## src/rtl/tsn_gcl_pkg.sv

```systemverilog
// Shared types and constants for the time-aware gate scheduler.
package tsn_gcl_pkg;

    localparam int GCL_DEPTH  = 16;
    localparam int INTERVAL_W = 24;
    localparam int QUEUE_NUM  = 4;
    localparam int ADDR_W     = $clog2(GCL_DEPTH);
    localparam int LEN_W      = ADDR_W + 1;

    localparam logic [QUEUE_NUM-1:0] GATES_ALL_OPEN = 4'hF;

    typedef struct packed {
        logic [QUEUE_NUM-1:0]  gate_mask;
        logic [INTERVAL_W-1:0] interval;
    } gcl_entry_t;

    typedef enum logic {
        S_IDLE,
        S_RUN
    } sched_state_e;

    function automatic logic [LEN_W-1:0] clamp_len(input logic [LEN_W-1:0] l);
        return (l > LEN_W'(GCL_DEPTH)) ? LEN_W'(GCL_DEPTH) : l;
    endfunction

    // An interval of 0 behaves as 1, so both load a remaining count of 0.
    function automatic logic [INTERVAL_W-1:0] first_count(
        input logic [INTERVAL_W-1:0] iv
    );
        return (iv == '0) ? '0 : iv - INTERVAL_W'(1);
    endfunction

endpackage

```

## src/rtl/gcl_bank_regs.sv

```systemverilog
// Double-buffered gate control list: shadow write port, active/next read ports.
module gcl_bank_regs
    import tsn_gcl_pkg::*;
(
    input  logic                  clk,
    input  logic                  rst_n,
    input  logic                  wr_en_i,
    input  logic [ADDR_W-1:0]     wr_addr_i,
    input  gcl_entry_t            wr_entry_i,
    input  logic                  len_wr_i,
    input  logic [LEN_W-1:0]      len_i,
    input  logic                  swap_i,
    input  logic                  ld_shadow_i,
    input  logic [ADDR_W-1:0]     ld_addr_i,
    output logic [INTERVAL_W-1:0] ld_iv_o,
    output logic [LEN_W-1:0]      ld_len_o,
    input  logic [ADDR_W-1:0]     act_addr_i,
    output logic [QUEUE_NUM-1:0]  act_mask_o,
    output logic [LEN_W-1:0]      act_len_o
);

    gcl_entry_t       bank_q [2][GCL_DEPTH];
    logic [LEN_W-1:0] len_q  [2];
    logic             sel_q;
    logic             ld_sel;

    always_ff @(posedge clk or negedge rst_n) begin
        if (!rst_n) begin
            for (int b = 0; b < 2; b++) begin
                len_q[b] <= '0;
                for (int e = 0; e < GCL_DEPTH; e++) begin
                    bank_q[b][e] <= '0;
                end
            end
            sel_q <= 1'b0;
        end else begin
            if (wr_en_i) begin
                bank_q[~sel_q][wr_addr_i] <= wr_entry_i;
            end
            if (len_wr_i) begin
                len_q[~sel_q] <= clamp_len(len_i);
            end
            if (swap_i) begin
                sel_q <= ~sel_q;
            end
        end
    end

    // The load port can look through to the shadow bank that a swap is about to expose.
    assign ld_sel     = sel_q ^ ld_shadow_i;
    assign ld_iv_o    = bank_q[ld_sel][ld_addr_i].interval;
    assign ld_len_o   = len_q[ld_sel];
    assign act_mask_o = bank_q[sel_q][act_addr_i].gate_mask;
    assign act_len_o  = len_q[sel_q];

endmodule

```

## src/rtl/tsn_gcl_sched.sv

```systemverilog
// Time-aware gate scheduler: walks the active GCL and drives registered gate state.
module tsn_gcl_sched
    import tsn_gcl_pkg::*;
#(
    parameter int GCL_DEPTH  = tsn_gcl_pkg::GCL_DEPTH,
    parameter int INTERVAL_W = tsn_gcl_pkg::INTERVAL_W,
    parameter int QUEUE_NUM  = tsn_gcl_pkg::QUEUE_NUM
) (
    input  logic                         clk,
    input  logic                         rst_n,
    input  logic                         sched_en,
    input  logic                         gcl_wr,
    input  logic [$clog2(GCL_DEPTH)-1:0] gcl_addr,
    input  logic [31:0]                  gcl_data,
    input  logic                         gcl_len_wr,
    input  logic [$clog2(GCL_DEPTH):0]   gcl_len,
    input  logic                         gcl_commit,
    output logic [QUEUE_NUM-1:0]         gate_state,
    output logic                         time_slot_flag,
    output logic                         cycle_start,
    output logic [$clog2(GCL_DEPTH)-1:0] cur_entry,
    output logic                         commit_pending,
    output logic [31:0]                  cycle_cnt
);

    sched_state_e          state_q, state_d;
    logic [ADDR_W-1:0]     idx_q, idx_d, ld_addr;
    logic [INTERVAL_W-1:0] rem_q, rem_d, ld_iv;
    logic                  first_q, first_d;
    logic                  wrap_q, wrap_d;
    logic                  pend_q, pend_d;
    logic                  swap, ld_shadow, last;
    logic [LEN_W-1:0]      ld_len, act_len;
    logic [QUEUE_NUM-1:0]  act_mask;

    logic [QUEUE_NUM-1:0]  gate_q;
    logic                  tsf_q, cs_q;
    logic [ADDR_W-1:0]     cur_q;
    logic [31:0]           cyc_q;
    logic                  unused_data;

    assign unused_data = ^gcl_data[31:QUEUE_NUM+INTERVAL_W];

    gcl_bank_regs u_banks (
        .clk        (clk),
        .rst_n      (rst_n),
        .wr_en_i    (gcl_wr),
        .wr_addr_i  (gcl_addr),
        .wr_entry_i (gcl_entry_t'(gcl_data[QUEUE_NUM+INTERVAL_W-1:0])),
        .len_wr_i   (gcl_len_wr),
        .len_i      (gcl_len),
        .swap_i     (swap),
        .ld_shadow_i(ld_shadow),
        .ld_addr_i  (ld_addr),
        .ld_iv_o    (ld_iv),
        .ld_len_o   (ld_len),
        .act_addr_i (idx_q),
        .act_mask_o (act_mask),
        .act_len_o  (act_len)
    );

    assign last = ({1'b0, idx_q} + LEN_W'(1)) == act_len;

    always_comb begin
        state_d   = state_q;
        idx_d     = idx_q;
        rem_d     = rem_q;
        first_d   = 1'b0;
        wrap_d    = 1'b0;
        pend_d    = pend_q;
        swap      = 1'b0;
        ld_shadow = 1'b0;
        ld_addr   = '0;
        unique case (state_q)
            S_IDLE: begin
                if (gcl_commit || pend_q) begin
                    swap      = 1'b1;
                    ld_shadow = 1'b1;
                    pend_d    = 1'b0;
                end
                if (sched_en && ld_len != '0) begin
                    state_d = S_RUN;
                    idx_d   = '0;
                    rem_d   = first_count(ld_iv);
                    first_d = 1'b1;
                end
            end
            S_RUN: begin
                if (gcl_commit) begin
                    pend_d = 1'b1;
                end
                if (!sched_en) begin
                    state_d = S_IDLE;
                end else if (rem_q != '0) begin
                    rem_d = rem_q - INTERVAL_W'(1);
                end else begin
                    first_d = 1'b1;
                    if (last) begin
                        wrap_d = 1'b1;
                        idx_d  = '0;
                        // The swap and entry-0 fetch share one edge, so no stale mask shows.
                        if (gcl_commit || pend_q) begin
                            swap      = 1'b1;
                            ld_shadow = 1'b1;
                            pend_d    = 1'b0;
                        end
                        if (ld_len == '0) begin
                            state_d = S_IDLE;
                        end
                    end else begin
                        idx_d   = idx_q + ADDR_W'(1);
                        ld_addr = idx_q + ADDR_W'(1);
                    end
                    rem_d = first_count(ld_iv);
                end
            end
        endcase
    end

    always_ff @(posedge clk or negedge rst_n) begin
        if (!rst_n) begin
            state_q <= S_IDLE;
            idx_q   <= '0;
            rem_q   <= '0;
            first_q <= 1'b0;
            wrap_q  <= 1'b0;
            pend_q  <= 1'b0;
        end else begin
            state_q <= state_d;
            idx_q   <= idx_d;
            rem_q   <= rem_d;
            first_q <= first_d;
            wrap_q  <= wrap_d;
            pend_q  <= pend_d;
        end
    end

    always_ff @(posedge clk or negedge rst_n) begin
        if (!rst_n) begin
            gate_q <= GATES_ALL_OPEN;
            tsf_q  <= 1'b0;
            cs_q   <= 1'b0;
            cur_q  <= '0;
            cyc_q  <= '0;
        end else begin
            cyc_q <= cyc_q + 32'(wrap_q);
            if (state_q == S_RUN) begin
                gate_q <= act_mask;
                tsf_q  <= first_q;
                cs_q   <= first_q && (idx_q == '0);
                cur_q  <= idx_q;
            end else begin
                gate_q <= GATES_ALL_OPEN;
                tsf_q  <= 1'b0;
                cs_q   <= 1'b0;
                cur_q  <= '0;
            end
        end
    end

    assign gate_state     = gate_q;
    assign time_slot_flag = tsf_q;
    assign cycle_start    = cs_q;
    assign cur_entry      = cur_q;
    assign commit_pending = pend_q;
    assign cycle_cnt      = cyc_q;

endmodule

```

## config.mk

```make
export PLATFORM = sky130hd
export DESIGN_NAME = tsn_gcl_sched
export DESIGN_NICKNAME = d
export VERILOG_FILES = /design/src/rtl/tsn_gcl_pkg.sv /design/src/rtl/gcl_bank_regs.sv /design/src/rtl/tsn_gcl_sched.sv
export SDC_FILE = /design/constraint.sdc
export NUM_CORES = 2
export LEC_CHECK = 0
export CAP_MARGIN = 40
export CELL_PAD_IN_SITES_DETAIL_PLACEMENT = 1
export CELL_PAD_IN_SITES_GLOBAL_PLACEMENT = 1
export CORE_MARGIN = 1.5
export CORE_UTILIZATION = 53
export DETAILED_ROUTE_END_ITERATION = 10
export DONT_BUFFER_PORTS = 1
export GPL_TIMING_DRIVEN = 0
export HOLD_SLACK_MARGIN = 0.03
export PLACE_DENSITY_LB_ADDON = 0.1
export SLEW_MARGIN = 40
export SYNTH_ARGS = -nofsm -noshare
export SYNTH_HDL_FRONTEND = slang
export SYNTH_SLANG_ARGS = --single-unit
export TNS_END_PERCENT = 100
```

## constraint.sdc

```tcl
create_clock -name clk -period 6.5 [get_ports clk]
set_input_delay 0.325 -clock clk [delete_from_list [all_inputs] [get_ports clk]]
set_output_delay 0.325 -clock clk [all_outputs]
set_load 0.03 [all_outputs]
```

Yosys cells after proc, flatten, opt, wreduce, memory -nomap -nowiden
Cells that the tools add are included.
{"block": "word_totals", "out_inout_bits": 43, "regBits": 981, "word_cells": 187}
{"block": "classes", "n_mux": 69, "add_sub_neg": 5, "magnitude_cmp": 9, "n_eq_ne": 5, "bitwise_logic": 9, "reduce_logical": 12}
{"operator": "448-bit 2-to-1 mux", "count": 7}
{"operator": "896-bit bitwise mux", "count": 1}
{"operator": "448-bit demux with 1-bit select", "count": 1}
{"operator": "28-bit binary-select mux with 4-bit select", "count": 2}
{"operator": "24-bit 2-to-1 mux", "count": 6}
{"operator": "28-bit demux with 4-bit select", "count": 1}
{"operator": "28-bit 2-to-1 mux", "count": 3}
{"operator": "24-bit one-hot mux with 2 select lines", "count": 1}
{"operator": "24-bit by 1-bit subtractor with 24-bit output, second input constant", "count": 2}
{"operator": "5-bit 2-to-1 mux", "count": 8}
{"operator": "4-bit 2-to-1 mux", "count": 9}
{"operator": "32-bit by 1-bit adder with 32-bit output", "count": 1}
{"operator": "24-bit logical NOT", "count": 1}
{"operator": "24-bit nonzero test", "count": 1}
{"operator": "1-bit 2-to-1 mux", "count": 23}
{"operator": "5-bit greater-or-equal comparator, second input constant", "count": 3}
{"operator": "4-bit NOT with 5-bit output", "count": 3}
{"operator": "10-bit bitwise mux", "count": 1}
{"operator": "2-bit inequality test, second input constant", "count": 4}
{"operator": "1-bit one-hot mux with 2 select lines", "count": 4}
{"operator": "4-bit one-hot mux with 2 select lines", "count": 1}
{"operator": "2-bit greater-or-equal comparator, second input constant", "count": 3}
{"operator": "1-bit NOT with 2-bit output", "count": 3}
{"operator": "4-bit by 1-bit adder with 5-bit output, second input constant", "count": 1}
{"operator": "15 further kinds", "count": 19}

Logic depth before layout (Yosys ltp)
{"block": "logic_depth", "ltp_word": 22, "ltp_mapped": 28}

By module
A second synthesis with hierarchy kept.
{"block": "unflattened", "cells_unflattened": 3975, "area_unflattened_um2": 45757.6}
{"mod": "gcl_bank_regs", "instances": 1, "cells_per_inst": 3529, "area_each_um2": 41557.4, "seq_area_each_um2": 22696.8}
{"mod": "tsn_gcl_sched", "instances": 1, "cells_per_inst": 446, "area_each_um2": 4200.3, "seq_area_each_um2": 1856.8}

Worst setup path before layout
No wires, ideal clock.
{"block": "synth_timing", "kind": "register to register", "from": "reg idx_q[0]", "to": "reg rem_q[20]", "arrival_time_ns": 4.647, "required_time_ns": 6.362, "path_buffers": 7, "slack_ns": 1.715, "path_stages_with_launch": 25, "cell_sequence": "dfrtp_1 > clkbuf_1 > inv_1 > ha_1 > clkbuf_1 > xnor2_1 > and4b_2 > a21bo_2 > buf_4 > nand3_4 > buf_6 > buf_2 > buf_2 > buf_2 > mux2_2 > o2111ai_1 > o22ai_1 > nor3_2 > inv_1 > ha_1 > nand3_1 > nor2_1 > nand3_1 > xnor2_1 > o221ai_1"}
{"block": "synth_via", "elab_chain_cells": 19, "elab_cells_between_ends": 34}
{"element": "start: declaration", "line_no": "tsn_gcl_sched.sv:27", "source": "logic [ADDR_W-1:0] idx_q, idx_d, ld_addr;"}
{"element": "start signal: assignment", "line_no": "tsn_gcl_sched.sv:130", "source": "idx_q <= idx_d;"}
{"element": "4-bit by 1-bit adder with 5-bit output", "line_no": "tsn_gcl_sched.sv:62", "source": "assign last = ({1'b0, idx_q} + LEN_W'(1)) == act_len;"}
{"element": "5-bit equality test", "line_no": "tsn_gcl_sched.sv:62"}
{"element": "1-bit 2-to-1 mux", "line_no": "tsn_gcl_sched.sv:98", "source": "if (last) begin"}
{"element": "1-bit 2-to-1 mux", "line_no": "tsn_gcl_sched.sv:94", "source": "end else if (rem_q != '0) begin"}
{"element": "1-bit 2-to-1 mux", "line_no": "tsn_gcl_sched.sv:92", "source": "if (!sched_en) begin"}
{"element": "1-bit one-hot mux with 2 select lines", "line_no": "tsn_gcl_sched.sv:74", "source": "unique case (state_q)"}
{"element": "1-bit bitwise XOR", "line_no": "gcl_bank_regs.sv:50", "source": "assign ld_sel = sel_q ^ ld_shadow_i;"}
{"element": "1-bit NOT with 2-bit output (implied by the code)", "line_no": "gcl_bank_regs.sv:51, gcl_bank_regs.sv:52"}
{"element": "448-bit 2-to-1 mux (implied by the code) (3 in a row)", "line_no": "gcl_bank_regs.sv:51", "source": "assign ld_iv_o = bank_q[ld_sel][ld_addr_i].interval;"}
{"element": "28-bit binary-select mux with 4-bit select", "line_no": "gcl_bank_regs.sv:51"}
{"element": "24-bit 2-to-1 mux (implied by the code) (2 in a row)", "line_no": "gcl_bank_regs.sv:51"}
{"element": "24-bit by 1-bit subtractor with 24-bit output / 24-bit logical NOT (equally long branches)", "line_no": "tsn_gcl_pkg.sv:30", "source": "return (iv == '0) ? '0 : iv - INTERVAL_W'(1);"}
{"element": "24-bit 2-to-1 mux", "line_no": "tsn_gcl_pkg.sv:30"}
{"element": "24-bit 2-to-1 mux", "line_no": "tsn_gcl_sched.sv:94"}
{"element": "24-bit 2-to-1 mux", "line_no": "tsn_gcl_sched.sv:92"}
{"element": "24-bit one-hot mux with 2 select lines", "line_no": "tsn_gcl_sched.sv:74"}
{"element": "end signal: assignment", "line_no": "tsn_gcl_sched.sv:131", "source": "rem_q <= rem_d;"}
{"element": "end: declaration", "line_no": "tsn_gcl_sched.sv:28", "source": "logic [INTERVAL_W-1:0] rem_q, rem_d, ld_iv;"}
Parallel ways exist; a longest one is shown, timed or not. The select of a mux whose other input is x is not followed.
A chain may end at the register's enable or synchronous reset.

Worst setup path in the final report
{"block": "layout_timing", "from": "reg idx_q[1]", "to": "reg rem_q[6]"}
The elaborated chain is that of the path after synthesis.

==> flow_metrics.tcl <==
set metrics [dict create \
    status "finished clean" \
    max-cap-violations 0 \
    routed_wl_um 185000 \
    p_per_area_nw_per_um2 496 \
    netlist_area_sq_um 46000 \
    p_total_uw 26000 \
    antenna_found_initial 5 \
    clk_pin_slew_worst_paths_ns 0.06 \
    met2_length_um 81900 \
    yosysSeqAreaShare_pct 53.4 \
    grt_usage_pct 41.7 \
    synth-edff-count 0 \
    final.setup.tns_ns 0 \
    nFillCells 8259 \
    whs_ns 0.0783 \
    hp-class "primary input to flop" \
    drc_errors 0 \
    multi_input_area_sq_um 20300 \
    netSwitchingPower_uw 9610 \
    max_clock_freq_mhz 157 \
    port_buffers 0 \
    design.core.area_sq_um 85500 \
    post-route-util_pct 61.3 \
    pre_cts_slack_ns -1.56 \
    vias 34700 \
    die_w_um 298 \
    ir_drop_v 0.000344 \
    critPathMaxFanout 10 \
    clockRootBuffer "clkbuf_16" \
    setup_ws_ns 0.138 \
    critical_path.top_delay_family "buffers and inverters" \
    crit_path_end_kind "flop" \
    yosysWarnings 0 \
    yosys.area.top_type "dfrtp_1" \
    synth_cells 3654 \
    clkPwrFrac_pct 23.8 \
    synthSimpleGateAreaFrac_pct 6.93 \
    cts_max_path_buffers 3 \
    cpPeakStageDelay_ns 0.56 \
    p_leak_uw 0.0236 \
    final_cell_mix "dfrtp_1, mux2_2, nand2_1" \
    synth_top_family_by_area "multiplexers" \
    seq_area_sq_um 24600 \
    synth_compound_area_share_pct 7.20 \
    grt_pass1_wl_um 266000 \
    synth_mux_area_share_pct 28.0 \
    drive_gt1_share_pct 36.6 \
    clock_skew_ns 0.0202 \
    cts_tree "done" \
    intPower_uw 16400 \
    start_kind "flop" \
    mostFrequentLayoutCell "dfrtp_1" \
    first_global_vias 36500 \
    synth_nets 3708 \
    antenna_left 0 \
    cts_buffers 105 \
    fin_nets 3892 \
    start_util_pct 53.8 \
    worst_slew_margin_rel_pct 37.0 \
    met1_length_um 72000 \
    hold_violations 0 \
    dr.pass1.iters 5 \
    io_pins 90 \
    synth-seq-cells 981 \
    syn_avg_cell_area_sq_um 12.6 \
    dr.max_layer_used "met5" \
    wl_per_cell_um 36.5 \
    synth_top_flop_cell "dfrtp_1" \
    vias_per_cell 6.85 \
    first_iter_violations 4114 \
    pwr-share-comb_pct 37.0 \
    syn_to_final_growth_pct 13.9 \
    synthXorXnorAreaFrac_pct 1.15 \
    met3_wirelength_um 17100 \
    ys_top_cells_by_area "dfrtp_1, mux2_2, mux2i_1" \
    p_sw_share_pct 36.9 \
    slowest_stage "clkbuf_2" \
    crit_buf_inv 7 \
    async_flop_share_pct 100 \
    synthAdderAreaFrac_pct 0.190 \
    final.period_utilization_pct 97.9 \
    htreeDepth 3 \
    dieArea_sq_um 88600 \
    cp_cell_sequence "ha_1 -> clkbuf_1 -> nand3_1 -> xor2_1 -> nor3_4 -> buf_2 -> nand2_1 -> nand2b_1 -> buf_2 -> clkbuf_2 -> clkbuf_2 -> a21oi_1 -> nor4_2 -> nor4_2 -> buf_4 -> nand2b_1 -> nor3_4 -> nand3_1 -> o21ai_2 -> buf_4 -> o221ai_1" \
    final-setup-viol-count 0 \
    synth_top_area_share_pct 53.2 \
    gp_congestion 0.952 \
    period_needed_ns 6.36 \
    clock_latency_ns 0.70 \
    critPathArrivalTime_ns 6.90 \
    seqPwrFrac_pct 39.2 \
    grt-ovfl-total 0 \
    rows 107 \
    slew_violations 0 \
    synth_cell_type_count 89 \
    dieHeight_um 298 \
    dp_hpwl_um 121000 \
    cts_sinks 981 \
    required_ns 7.04 \
    tightest_slew_ns 0.945 \
    grt_max_degree 982 \
    crit_type "flop to flop" \
]
[cell families (layout without fill, tap and decap cells)]
kind of cell | Yosys count | count (layout)
compound gates | 484 | 484
xor+xnor | 59 | 59
fa+ha+maj | 7 | 7
buf+inv | 323 | 587
flops | 981 | 981
mux | 1147 | 1147
other cells | 0 | 5
simple gates | 653 | 653
[synthesized netlist by cell type, types with 10 or more instances]
cell,n
nor2_1,73
a31oi_1,29
nand3_1,59
nand2_1,307
clkbuf_1,230
o21ai_0,65
o311a_1,16
inv_1,13
a221oi_1,24
dfrtp_1,977
nor4_1,30
nand2b_1,14
mux2i_1,172
a22oi_1,53
o211ai_1,11
nor3_1,32
nand4_1,29
o22ai_1,47
o221ai_1,10
o31ai_1,16
mux4_2,17
and2_1,14
xor2_1,18
buf_6,18
or4_1,12
mux2_2,955
buf_2,44
o21ai_1,17
a222oi_1,15
or3_1,17
and3_1,24
xnor2_1,40
a32oi_1,12
a21oi_1,114
[state kept, by name, indices dropped and copies added (netlist names)]
name            cells
rem_q              24
time_slot_flag      1
commit_pending      1
u_banks.sel_q       1
wrap_q              1
idx_q               4
u_banks.bank_q    896
cycle_start         1
u_banks.len_q      10
first_q             1
state_q             1
gate_state          4
cur_entry           4
cycle_cnt          32
[metrics by stage]
| step | instance area [sq um] | instances |
|---|---|---|
| after detailed placement | 48100 | 4831 |
| after global placement | 47400 | 4798 |
| after floorplan | 46000 | 3654 |
| after CTS | 52100 | 5054 |
| final | 52400 | 5067 |
| after global routing | 52400 | 5062 |
[final cells by class]
class,count,share of cell area [%]
inverter,14,0.100
clock buffer,161,5.99
clock inverter,26,0.664
antenna,5,0.0239
multi-input combinational,2350,38.7
buffer,305,2.95
sequential,981,46.9
tap,1144,2.73
timing repair buffer,81,1.94
[metal layers]
| metal | track usage [%] | vias up |
|---|---|---|
| met5 | 0 | - |
| met4 | 27.5 | 4 |
| met3 | 10.0 | 637 |
| met2 | 62.6 | 1967 |
| met1 | 54.0 | 18400 |
| li1 | - | 13700 |
[power groups by stage]
| stage | logic [uW] | registers (uW) | clock network, uW |
|---|---|---|---|
| 2_1_floorplan | 6190 | 9640 | 0 |
| 3_3_place_gp | 8600 | 9870 | 0 |
| 3_5_place_dp | 9040 | 10200 | 0 |
| 4_1_cts | 9230 | 10100 | 6210 |
| 5_1_grt | 9990 | 10400 | 6430 |
| 6_report | 9610 | 10200 | 6200 |
[tightest hold or removal path, stage by stage]
cell and delay, ns:
nand2b_1 0.04, clkbuf_1 0.19, nand2_1 0.11, o21ai_0 0.07
[path summary, 6_finish.rpt]
check,startpoint,to,slack (ns),cells after the start
min in group asynchronous,rst_n,u_banks.bank_q[363],0.16,2
worst min register to register,wrap_q,cycle_cnt[0],0.48,1
max in group asynchronous,rst_n,u_banks.bank_q[66],3.42,6
worst min-delay path,gcl_len_wr,u_banks.len_q[2],0.08,4
worst max-delay path,idx_q[1],rem_q[6],0.14,21
worst max register to register,idx_q[1],rem_q[6],0.14,21
[repair_timing]
action | in CTS | in global routing
setup endpoints to repair | 24 | 24
pin swaps | 1 | 1
cloned | 0 | 0
gates resized for setup | 24 | 27
hold endpoints to repair | 1048 | 328
hold buffers | 35 | 2
buffers inserted | 2 | 2
Power figures use the tool's default switching activity.
